File: src/rtl/count_led_sequencer_if.sv
// Connection between the upstream counter, the LED sequencer and the board LEDs.
// The counter side drives count/mode/run; the sequencer drives the pattern and tick.
interface count_led_sequencer_if #(
    parameter int NLEDS = 8
);
    logic [23:0]      data;
    logic [1:0]       mode;
    logic             run;
    logic [NLEDS-1:0] leds;
    logic             tick;

    modport master (
        output data, mode, run,
        input  leds, tick
    );

    modport slave (
        input  data, mode, run,
        output leds, tick
    );
endinterface

File: src/rtl/count_led_sequencer.sv
// Taps one bit of the free-running counter as a time base and steps an LED
// pattern state machine on every rising edge of that bit while run is high.
module count_led_sequencer #(
    parameter int TAP   = 21,
    parameter int NLEDS = 8
) (
    input  logic                 clk,
    input  logic                 rst,
    count_led_sequencer_if.slave bus
);
    typedef enum logic [2:0] {
        BINARY,
        RING,
        BOUNCE_L,
        BOUNCE_R,
        FILL
    } state_t;

    localparam logic [NLEDS-1:0] LSB_ONLY = NLEDS'(1);
    localparam logic [NLEDS-1:0] MSB_ONLY = LSB_ONLY << (NLEDS - 1);
    localparam logic [NLEDS-1:0] ALL_ONES = '1;

    state_t           state;
    state_t           state_next;
    state_t           entry;
    logic [NLEDS-1:0] leds;
    logic [NLEDS-1:0] leds_next;
    logic [NLEDS-1:0] shl;
    logic [NLEDS-1:0] shr;
    logic [NLEDS-1:0] rotl;
    logic             tap_q;
    logic             tick;
    logic             step;
    logic             match;
    logic             data_unused;

    // Only the tapped bit matters; the rest of the count is folded away here.
    assign data_unused = ^(bus.data & ~(24'(1) << TAP));

    assign step = tick & bus.run;
    assign shl  = {leds[NLEDS-2:0], 1'b0};
    assign shr  = {1'b0, leds[NLEDS-1:1]};
    assign rotl = {leds[NLEDS-2:0], leds[NLEDS-1]};

    always_comb begin
        entry = FILL;
        case (bus.mode)
            2'd0:    entry = BINARY;
            2'd1:    entry = RING;
            2'd2:    entry = BOUNCE_L;
            default: entry = FILL;
        endcase
    end

    // Both bounce directions belong to mode 2, so either one counts as a match.
    assign match = (state == entry) || ((state == BOUNCE_R) && (entry == BOUNCE_L));

    always_ff @(posedge clk) begin
        if (rst) begin
            state <= RING;
            leds  <= LSB_ONLY;
            tap_q <= 1'b1;
            tick  <= 1'b0;
        end else begin
            state <= state_next;
            leds  <= leds_next;
            tap_q <= bus.data[TAP];
            tick  <= bus.data[TAP] & ~tap_q;
        end
    end

    always_comb begin
        state_next = state;
        if (step) begin
            if (!match) begin
                state_next = entry;
            end else if ((state == BOUNCE_L) && (shl == MSB_ONLY)) begin
                state_next = BOUNCE_R;
            end else if ((state == BOUNCE_R) && (shr == LSB_ONLY)) begin
                state_next = BOUNCE_L;
            end
        end
    end

    always_comb begin
        leds_next = leds;
        if (step) begin
            if (!match) begin
                case (entry)
                    RING, BOUNCE_L: leds_next = LSB_ONLY;
                    default:        leds_next = '0;
                endcase
            end else begin
                case (state)
                    BINARY:   leds_next = leds + LSB_ONLY;
                    RING:     leds_next = rotl;
                    BOUNCE_L: leds_next = shl;
                    BOUNCE_R: leds_next = shr;
                    FILL:     leds_next = (leds == ALL_ONES) ? '0 : {leds[NLEDS-2:0], 1'b1};
                    default:  leds_next = LSB_ONLY;
                endcase
            end
        end
    end

    assign bus.leds = leds;
    assign bus.tick = tick;
endmodule
File: src/flat_wrapper.sv
// flat-port wrapper written by rule: the top's interface ports become plain ports
module count_led_sequencer_flat 
#(
    parameter int TAP   = 21,
    parameter int NLEDS = 8
)
  (clk, rst, bus_data, bus_mode, bus_run, bus_leds, bus_tick);
  count_led_sequencer_if #(.NLEDS(NLEDS)) bus_i ();
  input  logic clk;
  input  logic rst;
  input wire logic [$bits(bus_i.data)-1:0] bus_data;
  input wire logic [$bits(bus_i.mode)-1:0] bus_mode;
  input wire logic [$bits(bus_i.run)-1:0] bus_run;
  output wire logic [$bits(bus_i.leds)-1:0] bus_leds;
  output wire logic [$bits(bus_i.tick)-1:0] bus_tick;
  assign bus_i.data = bus_data;
  assign bus_i.mode = bus_mode;
  assign bus_i.run = bus_run;
  assign bus_leds = bus_i.leds;
  assign bus_tick = bus_i.tick;
  count_led_sequencer #(.TAP(TAP), .NLEDS(NLEDS)) u_core (.clk(clk), .rst(rst), .bus(bus_i));
endmodule
File: config.mk
export PLATFORM = sky130hd
export DESIGN_NAME = count_led_sequencer_flat
export DESIGN_NICKNAME = d
export VERILOG_FILES = /design/src/rtl/count_led_sequencer_if.sv /design/src/rtl/count_led_sequencer.sv /design/src/flat_wrapper.sv
export SDC_FILE = /design/constraint.sdc
export NUM_CORES = 1
export LEC_CHECK = 0
export BUFFER_PORTS_ARGS = -buffer_cell sky130_fd_sc_hd__buf_2
export CAP_MARGIN = 20
export CORE_AREA = 4 4 53 55
export DETAILED_ROUTE_END_ITERATION = 6
export DIE_AREA = 0 0 57 59
export PLACE_DENSITY_LB_ADDON = 0.12
export SETUP_SLACK_MARGIN = 0.05
export SLEW_MARGIN = 20
export SYNTH_ARGS = -nofsm -noshare
export SYNTH_HDL_FRONTEND = slang
export SYNTH_SLANG_ARGS = --single-unit
File: constraint.sdc
create_clock -name clk -period 1.8 [get_ports clk]
set_input_delay 0.09 -clock clk [delete_from_list [all_inputs] [get_ports clk]]
set_output_delay 0.09 -clock clk [all_outputs]
set_load 0.005 [all_outputs]
Yosys cells after proc, flatten, opt, wreduce, memory -nomap -nowiden
Cells that the tools add are included.

Bitwise logic cells: 3. Add/subtract/negate cells: 1. Reduce and logical (&&, ||, !) cells: 8. Muxes and demuxes: 8. Equality and inequality tests: 13.

Operators with widths (count): one-hot mux 8 bit (5 select lines) (1); two-way mux 8 bit (2); equality test 3 x 2 -> 1 bit (second input constant) (3); two-way mux 3 bit (3); one-hot mux 3 bit (3 select lines) (1); adder 8 x 1 -> 8 bit (second input constant) (1); equality test 8 bit (second input constant) (1); equality test 7 x 1 -> 1 bit (second input constant) (1); equality test 7 bit (second input constant) (1); equality test 3 x 1 -> 1 bit (second input constant) (2); equality test 3 bit (1); equality test 3 bit (second input constant) (1); logical AND 1 bit (3); zero test 3 bit (1); != test 3 bit (second input constant) (1); AND 1 bit (2); equality test 2 x 1 -> 1 bit (second input constant) (1); equality test 2 bit (second input constant) (1); zero test 2 bit (1); AND reduction 2 bit (1); OR reduction 2 bit (1); logical OR 1 bit (1); two-way mux 1 bit (1); inverter 1 bit (1).

Input port bits: 29. Output and inout port bits: 9. Word-level logic and storage cells: 37. Bits in registers: 13.

Depth between registers and ports, before layout
Depth after elaboration: 7. Gate-level depth with buffers: 7. Depth with buffers taken out: 7.

Worst setup path after synthesis
Ideal clock, no wire load.

Path type: register -> register. Start point: register u_core.leds[0] (netlist: u_core.bus.leds[0]). End point: register u_core.leds[6] (netlist: u_core.bus.leds[6]). Period minus slack after synthesis: 1652 ps. Data required time: 1665 ps. Cell stages (with the launch flop): 7. Library setup time: 135 ps. Arrival: 1517 ps. Buffers on the path: 0. Setup slack: 148 ps. Cell sequence: dfxtp_1 -> ha_1 -> and3_1 -> nand3_1 -> xnor2_1 -> a221oi_1 -> a211oi_2.

Longest elaborated chain between the ends: 4. Elaborated cells on any way between the ends: 5. Classes of those cells: add/sub (1); eq/ne (1); mux (3).

Ends and longest elaborated chain: start: declaration (RTL line count_led_sequencer.sv:26) `logic [NLEDS-1:0] leds;`; start signal: assignment (RTL line count_led_sequencer.sv:66) `leds <= leds_next;`; parallel branches: the longest is 2 deep, another holds adder 8 x 1 -> 8 bit; one-hot mux 8 bit (5 select lines) * (RTL line count_led_sequencer.sv:94) `case (state)`; two-way mux 8 bit * (RTL line count_led_sequencer.sv:88) `if (!match) begin`.

Mark *: on every way between the ends. A chain may end at the register's enable or synchronous reset.

Worst setup path in the final report
Start point: register u_core.state[1]. End point: register u_core.leds[3] (netlist: u_core.bus.leds[3]).

Longest elaborated chain between the ends: 4. Elaborated cells on any way between the ends: 10. Classes of those cells: eq/ne (5); mux (2); reduce/logical (3).

Ends and longest elaborated chain: start: declaration (RTL line count_led_sequencer.sv:23) `state_t state;`; start signal: assignment (RTL line count_led_sequencer.sv:65) `state <= state_next;`; parallel branches: the longest is 3 deep, another holds one-hot mux 8 bit (5 select lines); two-way mux 8 bit * (RTL line count_led_sequencer.sv:88).

Marked as above.

==> metrics.csv <==
metric;value;unit
outcome;finished clean;
crit_arrival;1.91;ns
synth-seq-cells;13;
antenna_found_initial;0;
slowest_delay;0.47;ns
final_cells;191;
synthCells;138;
grt_max_degree;14;
worst_ir_drop_vdd;0.4901;mV
drtAntennaViolNets;0;
rows;18;
max_cap_viol_count;0;
startpoint_type;flip-flop;
top_layer_used;met4;
dp.cells;183;
synth_fp_nets;172;
drive_gt1_share;34.78;%
final_common_cell;nand2_1;
wl_met1;1.379;mm
nets;196;
post-route-min-period;1.706;ns
wl_met3;168;um
fin_area;1346;sq um
ys_seq_area_share;23.69;%
via_per_inst;5.827;
yosys_warnings;0;
worst_setup_path_end_kind;flip-flop;
critPathKind;reg2reg;
synth.distinct_cells;53;
dp_hpwl;2.069;mm
slew_headroom;58.20;%
wl_met2;1.277;mm
tightest_slew;0.6222;ns
drt-total-wl;2.859;mm
rsz0062_at_grt;yes;
drt_pass1_iterations;4;
cts_buffers;3;
tritoncts;yes;
overflow;0;
syn_to_final_growth;22.55;%
required;2.00;ns
hold_path_class;in2reg;
setup_viol;0;
maxSlewViolCount;0;
grt_use_total;18.31;%
drt_iter0_markers;34;
synth_edf_count;0;
dpl_cell_area;1247;sq um
h-tree-depth;1;
gp_congestion;0.9113;
async_reset_ff_share;0;%
drc;0;
clk_path_buf_depth;2;
finalPower;569.1;uW
clk_latency;0.28;ns
path_cells;buf_6, or2_4, o21ai_4, nand3_4, or4_4, a32oi_1;
grt_pass1_wl;4.871;mm
start_util;46.02;%
antenna_cells;0;
fp.dieH;59;um
grt_pass1_vias;1063;
layout_common_cells;nand2_1, buf_4, buf_2;
fin_crit_sh;94.80;%
pin_count;38;
vias;1113;
avgRoutedWirePerCell;14.97;um
die_w;57;um
max_clock_freq;586.0;MHz
die_area;3363;sq um
clock_sinks;13;
holdBufCountCts;0;
syn_avg_cell_area;7.961;sq um
hold_violations;0;
clock_skew;0.004826;ns
leakagePower;0.5041;nW
path_clk_slew;0.08;ns
netlist_area;1099;sq um
critPathMaxFanout;4;
slowest_stage;or4_4;
cts_root_buffer;clkbuf_4;
core-area;2387;sq um
ys.flop_type;dfxtp_1;
portBuffers;14;
p_per_area;422.7;nW/um^2
[sequential cells by signal (all words and copies together) (netlist names)]
signal,count
u_core.bus.leds,8
u_core.bus.tick,1
u_core.state,3
u_core.tap_q,1
[per-layer routing]
metal  vias up  global-route usage, %
met2        33                  28.38
met1       518                  25.23
li1        558                      -
met4         0                  7.616
met5         -                      0
met3         4                  3.050
[metrics by stage]
| step | hold WS [ns] | setup WS (ns) | utilization (%) | TNS, ns |
|---|---|---|---|---|
| 5_1_grt | 0.01248 | 0.02191 | 56.39 | 0 |
| 3_3_place_gp | 0.2891 | -0.002606 | 52.25 | -0.002606 |
| 6_report | 0.01694 | 0.09358 | 56.39 | 0 |
| 3_5_place_dp | 0.3081 | 0.01017 | 52.25 | 0 |
| 4_1_cts | 0.01330 | 0.05532 | 53.41 | 0 |
| 2_1_floorplan | 0.1966 | 0.1478 | - | 0 |
[Yosys cell counts, types with 3 or more instances]
master / instances / area [sq um]
inv_1: 7 / 26.28
o211ai_1: 3 / 22.52
o21ai_1: 4 / 20.02
clkbuf_1: 7 / 26.28
nor3_1: 5 / 25.02
nor2_1: 6 / 22.52
ha_1: 5 / 62.56
nand3_1: 5 / 25.02
a31oi_1: 4 / 25.02
a21oi_1: 7 / 35.03
dfxtp_1: 13 / 260.3
buf_2: 3 / 15.01
o21ai_0: 3 / 15.01
nand2_1: 17 / 63.81
[timing repair]
action	in CTS	in global routing
setup endpoints to repair	7	8
pin swaps	0	5
setup buffers	0	4
resized for setup	1	11
[worst max-delay path, delay by kind of cell (launching register included)]
family	cells	cell delay, ns
buf+inv	1	0.11
compound gates	2	0.35
simple gates	3	0.82
flops	1	0.34
[worst paths after layout]
| check | start | end | slack (ns) | cells after the start |
|---|---|---|---|---|
| max reg2reg | u_core.state[1] | u_core.bus.leds[3] | 0.09 | 6 |
| min | bus_data[21] | u_core.tap_q | 0.02 | 2 |
| max | u_core.state[1] | u_core.bus.leds[3] | 0.09 | 6 |
| min reg2reg | u_core.tap_q | u_core.bus.tick | 0.39 | 1 |
[area by class of cell]
class	count	area (sq um)
fillers	256	1041
multi-input cells	106	788.3
flip-flops and latches	13	266.5
repair buffers	31	201.4
well taps	30	37.54
clock buffers	4	26.28
inverters	7	26.28
[where the power goes]
part	switching, mW	internal (mW)	leakage, nW
sequential	0.00348	0.290	0.106
combinational	0.0496	0.0422	0.383
clock	0.0984	0.0859	0.0150
total	0.151	0.418	0.504
[logic make-up after synthesis]
family | Yosys count | synth area share (%)
DFF | 13 | 23.69
buffers and inverters | 19 | 7.517
muxes | 2 | 1.822
and+or+nand+nor | 53 | 27.45
xor gates and xnor gates | 4 | 3.190
adders and majority gates | 5 | 5.695
AOI/OAI and AO/OA | 42 | 30.64
No activity file was read; power rests on OpenSTA's default activity.
